$ cat config.mk
export PLATFORM = sky130hd
export DESIGN_NAME = param_counter
export DESIGN_NICKNAME = d
export VERILOG_FILES = /design/src/rtl/param_counter.sv
export SDC_FILE = /design/constraint.sdc
export NUM_CORES = 1
export LEC_CHECK = 0
export CAP_MARGIN = 20
export CORE_AREA = 2 2 39 41
export CTS_BUF_LIST = sky130_fd_sc_hd__clkbuf_8
export CTS_CLUSTER_SIZE = 10
export DETAILED_ROUTE_END_ITERATION = 8
export DIE_AREA = 0 0 41 43
export GPL_TIMING_DRIVEN = 0
export PLACE_DENSITY = 0.67
export SLEW_MARGIN = 40
export SYNTH_ARGS = -nofsm -noshare
export SYNTH_HDL_FRONTEND = slang
export SYNTH_SLANG_ARGS = --single-unit
$ cat constraint.sdc
create_clock -name clock -period 1.4 [get_ports clock]
set_clock_uncertainty 0.05 [all_clocks]
set_input_delay 0.35 -clock clock [delete_from_list [all_inputs] [get_ports clock]]
set_output_delay 0.35 -clock clock [all_outputs]
set_load 0.01 [all_outputs]
$ cat src/rtl/param_counter.sv
// Parameterised up/down modulo counter with enable prescaler, saturate/wrap
// boundary handling, terminal-count pulse and sticky boundary flag.
module param_counter #(
   parameter int     WIDTH    = 4,
   parameter longint MODULO   = 16,
   parameter int     PRESCALE = 1
) (
   input  logic             clock,
   input  logic             res_n,
   input  logic             en,
   input  logic             clr,
   input  logic             load,
   input  logic [WIDTH-1:0] load_val,
   input  logic             up,
   input  logic             sat,
   input  logic             ovf_clr,
   output logic [WIDTH-1:0] count,
   output logic             tc,
   output logic             ovf
);

   localparam int               PW      = (PRESCALE > 1) ? $clog2(PRESCALE) : 1;
   localparam logic [PW-1:0]    PRE_TOP = PW'(PRESCALE - 1);
   localparam logic [WIDTH-1:0] MAX_VAL = WIDTH'(MODULO - 1);

   // Prescaler runs as a down-counter: reloaded to PRESCALE-1, step at zero.
   logic [PW-1:0]    pre_cnt;
   logic             pre_tc;
   logic             boundary;
   logic [WIDTH-1:0] load_clip;
   logic [WIDTH-1:0] count_step;

   always_comb begin
      pre_tc    = (pre_cnt == '0);
      boundary  = up ? (count == MAX_VAL) : (count == '0);
      load_clip = (load_val > MAX_VAL) ? MAX_VAL : load_val;
      if (boundary) begin
         if (sat)
            count_step = count;
         else
            count_step = up ? '0 : MAX_VAL;
      end else begin
         count_step = up ? count + 1'b1 : count - 1'b1;
      end
   end

   always_ff @(posedge clock or negedge res_n) begin
      if (!res_n) begin
         count   <= '0;
         pre_cnt <= PRE_TOP;
         tc      <= 1'b0;
         ovf     <= 1'b0;
      end else begin
         tc <= 1'b0;
         if (ovf_clr)
            ovf <= 1'b0;
         if (clr) begin
            count   <= '0;
            pre_cnt <= PRE_TOP;
         end else if (load) begin
            count   <= load_clip;
            pre_cnt <= PRE_TOP;
         end else if (en) begin
            if (pre_tc) begin
               pre_cnt <= PRE_TOP;
               count   <= count_step;
               // a boundary set wins over a same-edge ovf_clr
               if (boundary) begin
                  tc  <= 1'b1;
                  ovf <= 1'b1;
               end
            end else begin
               pre_cnt <= pre_cnt - 1'b1;
            end
         end
      end
   end

endmodule

==> flow_metrics.env, run 1 <==
export IMPL_hold_class="primary input to asynchronous set/reset pin"
export IMPL_drt_iter0_drc=7
export IMPL_async_flop_share_pct=100
export IMPL_final_area_um2=736
export IMPL_numPortBuffers=17
export IMPL_tritoncts="yes"
export IMPL_antenna_found_initial=0
export IMPL_fmax_mhz=604
export IMPL_grtUsageTotal_pct=15.7
export IMPL_setup_ws_ns=-0.255
export IMPL_slew_headroom_pct=76.2
export IMPL_wirelength_mm=1.19
export IMPL_path_clk_slew_ns=0.03
export IMPL_final_cell_mix="clkdlybuf4s50_1, dlygate4sd2_1, inv_1"
export IMPL_ant_nets=0
export IMPL_grt_busiest_layer="met2"
export IMPL_synth_distinct_cells=26
export IMPL_rsz0062_at_grt="true"
export IMPL_setup_tns_final_ns=-0.957
export IMPL_start_util_pct=35.2
export IMPL_synth_top_family_by_area="compound AO/OA/AOI/OAI gates"
export IMPL_r2r_slack_ns=-0.25
export IMPL_viasPerCell=5.48
export IMPL_yosys_area_top_type="dfrtp_1"
export IMPL_violations="negative setup slack"
export IMPL_cts_hold_buf=0
export IMPL_cts_num_sinks=6
export IMPL_endpoint_kind="flip-flop"
export IMPL_syn_inst=51
export IMPL_path_class="flip-flop to flip-flop"
export IMPL_place_congestion=0.855
export IMPL_grt_max_degree=7
export IMPL_place_hpwl_um=902
export IMPL_synthAdderAreaFrac_pct=9.25
export IMPL_maxCapViolCount=0
export IMPL_use_met2_pct=24.1
export IMPL_synthMuxAreaShare_pct=2.06
export IMPL_status="complete, but fails checks"
export IMPL_synth_area_per_cell_um2=9.54
export IMPL_ys_ff_latch=6
export IMPL_p_leak_nw=0.331
export IMPL_report_final_setup_viol=4
export IMPL_grt_pass1_wl_mm=1.87
export IMPL_drtPass1Iterations=4
export IMPL_worstPathRequired_ns=1.44
export IMPL_areaGrowthSynthToFinish_pct=51.2
export IMPL_worst_hold_slack_ns=0.323
export IMPL_routedWlPerCell_um=13.6
export IMPL_antenna_cells=0
export IMPL_startpoint_type="flip-flop"
export IMPL_h_tree_depth=1
export IMPL_rows=14
export IMPL_place_area_um2=679
export IMPL_p_per_area_mw_per_mm2=918
export IMPL_vdd_drop_max_v=0.000527
export IMPL_synth_xor_xnor_area_share_pct=3.60
export IMPL_use_met3_pct=4.71
export IMPL_timing_final_crit_share_pct=118
export IMPL_maxSlewViolCount=0
export IMPL_grt_overflow=0
export IMPL_die_h_um=43
export IMPL_die_width_um=41
export IMPL_synth_top_area_share_pct=30.8
export IMPL_grtUsageMet1_pct=19.7
export IMPL_pre_cts_ws_ns=-0.891
export IMPL_layout_drive_gt1_share_pct=22.2
export IMPL_final_hold_viol_count=0
export IMPL_yosys_area_share_simple_pct=17.0
export IMPL_grt_pass1_vias=449
export IMPL_synth_edf_count=0
export IMPL_crit_fanout=6
export IMPL_ys_seq_area_share_pct=30.8
export IMPL_cts_buffer_depth=2
export IMPL_fin_crit_ns=1.65
export IMPL_clock_latency_ns=0.22
export IMPL_yosys_warnings=0
export IMPL_ios=18
export IMPL_synth_area_leaders="dfrtp_1, ha_1, inv_1, o211ai_1, o31ai_4"
export IMPL_nets=89
export IMPL_synthFlopType="dfrtp_1"
export IMPL_numCtsBuffers=3
export IMPL_final_common_cell="clkdlybuf4s50_1"
export IMPL_cts_root_buf="clkbuf_8"
export IMPL_coreArea_mm2=0.00138
export IMPL_syn_area_um2=487
export IMPL_syn_nets=66
export IMPL_synth_compound_area_share_pct=32.6
export IMPL_cp_arrival_ns=1.69
export IMPL_post_route_drc_count=0
export IMPL_p_total_mw=0.675
export IMPL_vias=482
export IMPL_die_area_mm2=0.00176
export IMPL_tightestPinTransition_ns=0.356
==> repair_timing <==
action,4_1_cts,5_1_grt
pin swaps,2,0
endpoints found under the setup margin,12,6
setup buffers,1,0
resized for setup,12,1
==> power by group <==
part / internal [mW] / switching, mW / leakage, nW
registers: 0.191 / 0.0227 / 0.0765
clock network: 0.184 / 0.0682 / 0.0216
logic: 0.107 / 0.103 / 0.233
total: 0.481 / 0.194 / 0.331
==> routing by layer <==
layer  vias to the layer above  wire length [µm]
met5                         -                 0
met4                         0                14
met3                         2                67
met2                        16               606
met1                       228               505
li1                        236                 -
==> kinds of logic (layout without fill, tap and decap cells) <==
| kind of cell | after synthesis | in the layout |
|---|---|---|
| XOR/XNOR | 2 | 2 |
| AND/OR/NAND/NOR | 13 | 13 |
| adder cells (fa/ha/maj) | 3 | 3 |
| multiplexers | 1 | 1 |
| buffers and inverters | 6 | 27 |
| flip-flops | 6 | 6 |
| AO/OA/AOI/OAI | 20 | 20 |
==> state kept, by name (all words and copies together), names as in the netlist <==
name,count
count,4
ovf,1
tc,1
==> area by class of cell <==
cell class | count | area, µm²
fill | 141 | 648
clock buffer | 3 | 41.3
inverter | 6 | 22.5
timing repair buffer | 18 | 171
tap | 16 | 20.0
sequential | 6 | 153
multi-input combinational | 39 | 328
==> final timing paths <==
| check | from | to | depth (start not counted) |
|---|---|---|---|
| worst max register to register | count[2]$_DFFE_PN0P_ | count[3]$_DFFE_PN0P_ | 4 |
| worst max-delay path | count[2]$_DFFE_PN0P_ | count[3]$_DFFE_PN0P_ | 4 |
| worst min register to register | ovf$_DFF_PN0_ | ovf$_DFF_PN0_ | 1 |
| min in group clock | ovf$_DFF_PN0_ | ovf$_DFF_PN0_ | 1 |
| worst min-delay path | res_n | ovf$_DFF_PN0_ | 1 |
| max in group asynchronous | res_n | count[2]$_DFFE_PN0P_ | 1 |
==> cell usage after synthesis (2+ instances only) <==
library cell,number
a31oi_1,2
xor2_1,2
o31ai_1,2
inv_1,6
and3_1,2
o21ai_0,4
dfrtp_1,6
ha_1,2
and2_1,2
nor2_1,2
nand3_1,3
o211ai_1,3
a21oi_1,2
==> through the flow <==
stage	std cells	util [%]
2_1_floorplan	51	-
3_3_place_gp	84	49.1
3_5_place_dp	84	49.1
4_1_cts	88	52.6
5_1_grt	88	53.2
6_report	88	53.2
==> critical path, cell delays in order, from the launching register on <==
cell and delay, ns:
dfrtp_2 0.43, or3_4 0.42, o31ai_4 0.31, o21a_1 0.22
o41ai_2 0.10
No activity file was read; power rests on OpenSTA's default activity.
==> run 2: changes to the inputs <==
==> constraint.sdc (replaced) <==
create_clock -name clock -period 1.4 [get_ports clock]
set_clock_uncertainty 0.05 [all_clocks]
set_input_delay 0.35 -clock clock [delete_from_list [all_inputs] [get_ports clock]]
set_output_delay 0.35 -clock clock [all_outputs]
set_load 0.1 [all_outputs]
==> flow_metrics.env, run 2 (synthesized netlist as in run 1, its figures left out) <==
export IMPL_numPortBuffers=17
export IMPL_violations="negative setup slack"
export IMPL_maxSlewViolCount=0
export IMPL_final_hold_viol_count=0
export IMPL_maxCapViolCount=0
export IMPL_cp_arrival_ns=1.73
export IMPL_ant_nets=0
export IMPL_crit_fanout=6
export IMPL_die_width_um=41
export IMPL_endpoint_kind="flip-flop"
export IMPL_die_area_mm2=0.00176
export IMPL_crit_path_max_incr_delay_ns=0.48
export IMPL_path_clk_slew_ns=0.04
export IMPL_reg_top3="count: 4 flops, ovf: 1 flops, tc: 1 flops"
export IMPL_wirelength_mm=1.35
export IMPL_place_area_um2=662
export IMPL_status="complete, but fails checks"
export IMPL_path_buf_inv=0
export IMPL_hold_class="primary input to asynchronous set/reset pin"
export IMPL_clock_latency_ns=0.23
export IMPL_antenna_cells=0
export IMPL_slowest_stage="dfrtp_4"
export IMPL_grt_pass1_vias=466
export IMPL_final_common_cell="clkdlybuf4s50_1"
export IMPL_grt_overflow=0
export IMPL_numCtsBuffers=3
export IMPL_place_congestion=0.800
export IMPL_cts_buffer_depth=2
export IMPL_vias=506
export IMPL_grt_pass1_wl_mm=2.08
export IMPL_setup_tns_final_ns=-1.47
export IMPL_report_final_setup_viol=7
export IMPL_regMostFlops="count"
export IMPL_grt_max_degree=7
export IMPL_final_cell_mix="clkdlybuf4s50_1, inv_1, o21ai_0, dfrtp_4"
export IMPL_pre_cts_ws_ns=-0.944
export IMPL_tritoncts="yes"
export IMPL_cts_root_buf="clkbuf_8"
export IMPL_nets=90
export IMPL_cts_hold_buf=0
export IMPL_start_util_pct=35.2
export IMPL_coreArea_mm2=0.00138
export IMPL_tightestPinTransition_ns=0.387
export IMPL_critPathTopFamily="compound AO/OA/AOI/OAI gates"
export IMPL_setup_ws_ns=-0.294
export IMPL_fin_crit_ns=1.69
export IMPL_final_area_um2=768
export IMPL_fin_util_pct=55.5
export IMPL_path_class="flip-flop to flip-flop"
export IMPL_cts_num_sinks=6
export IMPL_rows=14
export IMPL_cp_depth=4
export IMPL_r2r_start="count[2]$_DFFE_PN0P_"
export IMPL_ios=18
export IMPL_post_route_drc_count=0
export IMPL_p_per_area_mw_per_mm2=1080
export IMPL_startpoint_type="flip-flop"
export IMPL_h_tree_depth=1
export IMPL_worstPathRequired_ns=1.44
export IMPL_vdd_drop_max_v=0.000497
export IMPL_layout_drive_gt1_share_pct=34.2
export IMPL_path_cells="or3_4 > o31ai_4 > o21a_1 > o31ai_1"
export IMPL_antenna_found_initial=0
export IMPL_slew_headroom_pct=74.1
export IMPL_viasPerCell=5.69
export IMPL_die_h_um=43
export IMPL_areaGrowthSynthToFinish_pct=57.8
export IMPL_drt_iter0_drc=3
export IMPL_grtUsageTotal_pct=17.5
export IMPL_fmax_mhz=590
export IMPL_rsz0062_at_grt="true"
export IMPL_largest_reg_flops=4
export IMPL_r2r_cells=4
export IMPL_r2r_end="count[1]$_DFFE_PN0P_"
export IMPL_r2r_slack_ns=-0.29
export IMPL_place_hpwl_um=995
export IMPL_p_leak_nw=0.326
export IMPL_timing_final_crit_share_pct=121
export IMPL_drtPass1Iterations=4
export IMPL_routedWlPerCell_um=15.2
==> run 2: timing repair <==
action / in CTS / in global routing
setup endpoints to repair: 10 / 11
pin swaps: 0 / 0
setup buffers: 1 / 1
gates resized for setup: 11 / 7
==> run 2: cell type report <==
type	count	area (µm²)
clock buffer	3	41.3
fill	140	616
inverter	6	22.5
multi-input combinational	39	328
sequential	6	165
tap	16	20.0
timing repair buffer	19	191
==> run 2: metal layers <==
layer | vias to the layer above | GRT usage (%) | share of wire (%)
met5 | - | 0 | 0
met1 | 239 | 20.3 | 40
met3 | 6 | 1.57 | 6.2
met4 | 0 | 8.00 | 2.0
li1 | 237 | - | -
met2 | 24 | 30.0 | 52
==> run 2: per-stage QoR <==
| stage | cells | power (mW) | hold slack (ns) |
|---|---|---|---|
| floorplan | 51 | 0.435 | 0.00441 |
| global placement | 84 | 0.528 | 0.424 |
| detailed placement | 84 | 0.518 | 0.434 |
| CTS | 88 | 0.813 | 0.319 |
| global route | 89 | 0.880 | 0.337 |
| finish | 89 | 0.834 | 0.312 |
==> run 2: worst max-delay path by stage <==
stage                                end                 start  slack [ns]
floorplan           count[0]$_DFFE_PN0P_  count[2]$_DFFE_PN0P_       -0.37
global placement    count[3]$_DFFE_PN0P_                    up       -0.90
detailed placement  count[3]$_DFFE_PN0P_                    up       -0.94
CTS                 count[1]$_DFFE_PN0P_  count[2]$_DFFE_PN0P_       -0.28
global route        count[1]$_DFFE_PN0P_  count[2]$_DFFE_PN0P_       -0.34
finish              count[1]$_DFFE_PN0P_  count[2]$_DFFE_PN0P_       -0.29
==> run 2: power by group <==
group,internal (mW),switching (mW),total (mW)
sequential,0.198,0.0236,0.222
combinational,0.129,0.213,0.343
clock,0.186,0.0837,0.269
total,0.513,0.321,0.834
==> run 3: changes to the inputs <==
--- a/config.mk
+++ b/config.mk
@@ -13,7 +13,6 @@
 export DIE_AREA = 0 0 41 43
 export GPL_TIMING_DRIVEN = 0
 export PLACE_DENSITY = 0.67
-export SLEW_MARGIN = 40
 export SYNTH_ARGS = -nofsm -noshare
 export SYNTH_HDL_FRONTEND = slang
 export SYNTH_SLANG_ARGS = --single-unit
==> constraint.sdc (replaced) <==
create_clock -name clock -period 1.4 [get_ports clock]
set_clock_uncertainty 0.05 [all_clocks]
set_input_delay 0.21 -clock clock [delete_from_list [all_inputs] [get_ports clock]]
set_output_delay 0.21 -clock clock [all_outputs]
set_load 0.1 [all_outputs]
==> flow_metrics.env, run 3 (synthesized netlist as in run 1, its figures left out) <==
export IMPL_status="complete, but fails checks"
export IMPL_violations="negative setup slack"
export IMPL_path_cells="or3_4 > o31ai_4 > o21a_1 > o41ai_2"
export IMPL_endpoint_kind="flip-flop"
export IMPL_grt_pass1_vias=486
export IMPL_place_hpwl_mm=1.05
export IMPL_regMostFlops="count"
export IMPL_final_hold_viol_count=0
export IMPL_layout_drive_gt1_share_pct=37.3
export IMPL_slew_headroom_pct=64.1
export IMPL_grt_pass1_wl_mm=2.17
export IMPL_place_congestion=0.800
export IMPL_h_tree_depth=1
export IMPL_p_per_area_mw_per_mm2=1060
export IMPL_p_leak_nw=0.335
export IMPL_p_total_mw=0.837
export IMPL_grt_busiest_layer="met2"
export IMPL_maxSlewViolCount=0
export IMPL_numPortBuffers=17
export IMPL_largest_reg_flops=4
export IMPL_reg_top3="count: 4 flops, ovf: 1 flops, tc: 1 flops"
export IMPL_tritoncts="yes"
export IMPL_viasPerCell=5.46
export IMPL_ant_nets=0
export IMPL_fmax_mhz=581
export IMPL_final_cell_mix="clkdlybuf4s50_1, inv_1, dfrtp_4, buf_2"
export IMPL_vdd_drop_max_v=0.000499
export IMPL_drtPass1Iterations=4
export IMPL_routedWlPerCell_um=15.2
export IMPL_slowest_stage="dfrtp_4"
export IMPL_worstPathRequired_ns=1.44
export IMPL_die_area_mm2=0.00176
export IMPL_use_met3_pct=2.09
export IMPL_clock_latency_ns=0.22
export IMPL_cts_root_buf="clkbuf_8"
export IMPL_die_h_um=43
export IMPL_maxCapViolCount=0
export IMPL_setup_ws_ns=-0.320
export IMPL_hold_class="primary input to asynchronous set/reset pin"
export IMPL_antenna_cells=0
export IMPL_nets=92
export IMPL_use_met2_pct=32.8
export IMPL_crit_path_max_incr_delay_ns=0.48
export IMPL_worst_hold_slack_ns=0.170
export IMPL_fill_cells=127
export IMPL_die_width_um=41
export IMPL_antenna_found_initial=0
export IMPL_rows=14
export IMPL_path_clk_slew_ns=0.04
export IMPL_grt_max_degree=7
export IMPL_tightestPinTransition_ns=0.541
export IMPL_vias=497
export IMPL_drt_iter0_drc=13
export IMPL_final_common_cell="clkdlybuf4s50_1"
export IMPL_timing_final_crit_share_pct=123
export IMPL_grt_overflow=0
export IMPL_cts_num_sinks=6
export IMPL_start_util_pct=35.2
export IMPL_report_final_setup_viol=6
export IMPL_critPathTopFamily="compound AO/OA/AOI/OAI gates"
export IMPL_cts_buffer_depth=2
export IMPL_cp_arrival_ns=1.76
export IMPL_wirelength_mm=1.38
export IMPL_rsz0062_at_grt="true"
export IMPL_path_buf_inv=0
export IMPL_path_class="flip-flop to flip-flop"
export IMPL_grtUsageTotal_pct=18.7
export IMPL_grtUsageMet1_pct=19.0
export IMPL_crit_fanout=6
export IMPL_ios=18
export IMPL_numCtsBuffers=3
export IMPL_cts_hold_buf=0
export IMPL_coreArea_mm2=0.00138
export IMPL_startpoint_type="flip-flop"
export IMPL_post_route_drc_count=0
export IMPL_areaGrowthSynthToFinish_pct=62.0
export IMPL_fin_crit_ns=1.72
-- run 3: worst paths after layout --
check	startpoint	endpoint	cells after the start	slack, ns
setup reg to reg	count[2]$_DFFE_PN0P_	count[3]$_DFFE_PN0P_	4	-0.32
hold / removal	res_n	count[3]$_DFFE_PN0P_	1	0.17
setup / recovery	count[2]$_DFFE_PN0P_	count[3]$_DFFE_PN0P_	4	-0.32
min in group clock	ovf$_DFF_PN0_	ovf$_DFF_PN0_	1	0.46
hold reg to reg	ovf$_DFF_PN0_	ovf$_DFF_PN0_	1	0.46
max in group asynchronous	res_n	count[0]$_DFFE_PN0P_	1	0.90
-- run 3: layout make-up --
class | instances | area [µm²] | share of cell area [%]
inverter | 6 | 22.5 | 2.86
sequential | 6 | 165 | 21.0
clock buffer | 3 | 41.3 | 5.24
tap | 16 | 20.0 | 2.54
timing repair buffer | 21 | 194 | 24.6
multi-input combinational | 39 | 345 | 43.8
-- run 3: repair_timing --
action                                  in CTS  in global routing
pin swaps                                    4                  1
resized for setup                           35                  5
setup buffers                                3                  1
endpoints found under the setup margin      12                  6
-- run 3: worst reg2reg max path: stages (launching register included) --
cell	delay [ns]
dfrtp_4	0.48
or3_4	0.41
o31ai_4	0.30
o21a_1	0.24
o41ai_2	0.10
-- run 3: per-layer routing --
layer | routed length, µm | vias to the layer above | share of wire (%)
li1 | - | 241 | -
met3 | 127 | 5 | 9.2
met5 | 0 | - | 0
met1 | 482 | 224 | 35
met4 | 40 | 0 | 2.9
met2 | 732 | 27 | 53
-- run 3: stage by stage --
stage	setup WS (ns)	TNS (ns)	std cells	area (µm²)	utilization, %
floorplan	-0.365	-1.68	51	502	-
global placement	-0.762	-5.64	84	692	50.0
detailed placement	-0.929	-5.96	84	692	50.0
CTS	-0.292	-1.30	90	764	55.2
global route	-0.370	-1.74	91	788	57.0
finish	-0.320	-1.40	91	788	57.0
-- run 3: where the power goes --
| group | internal [mW] | total, mW | switching (mW) |
|---|---|---|---|
| clock network | 0.185 | 0.260 | 0.0754 |
| logic | 0.136 | 0.355 | 0.219 |
| registers | 0.198 | 0.221 | 0.0231 |
| total | 0.519 | 0.837 | 0.318 |
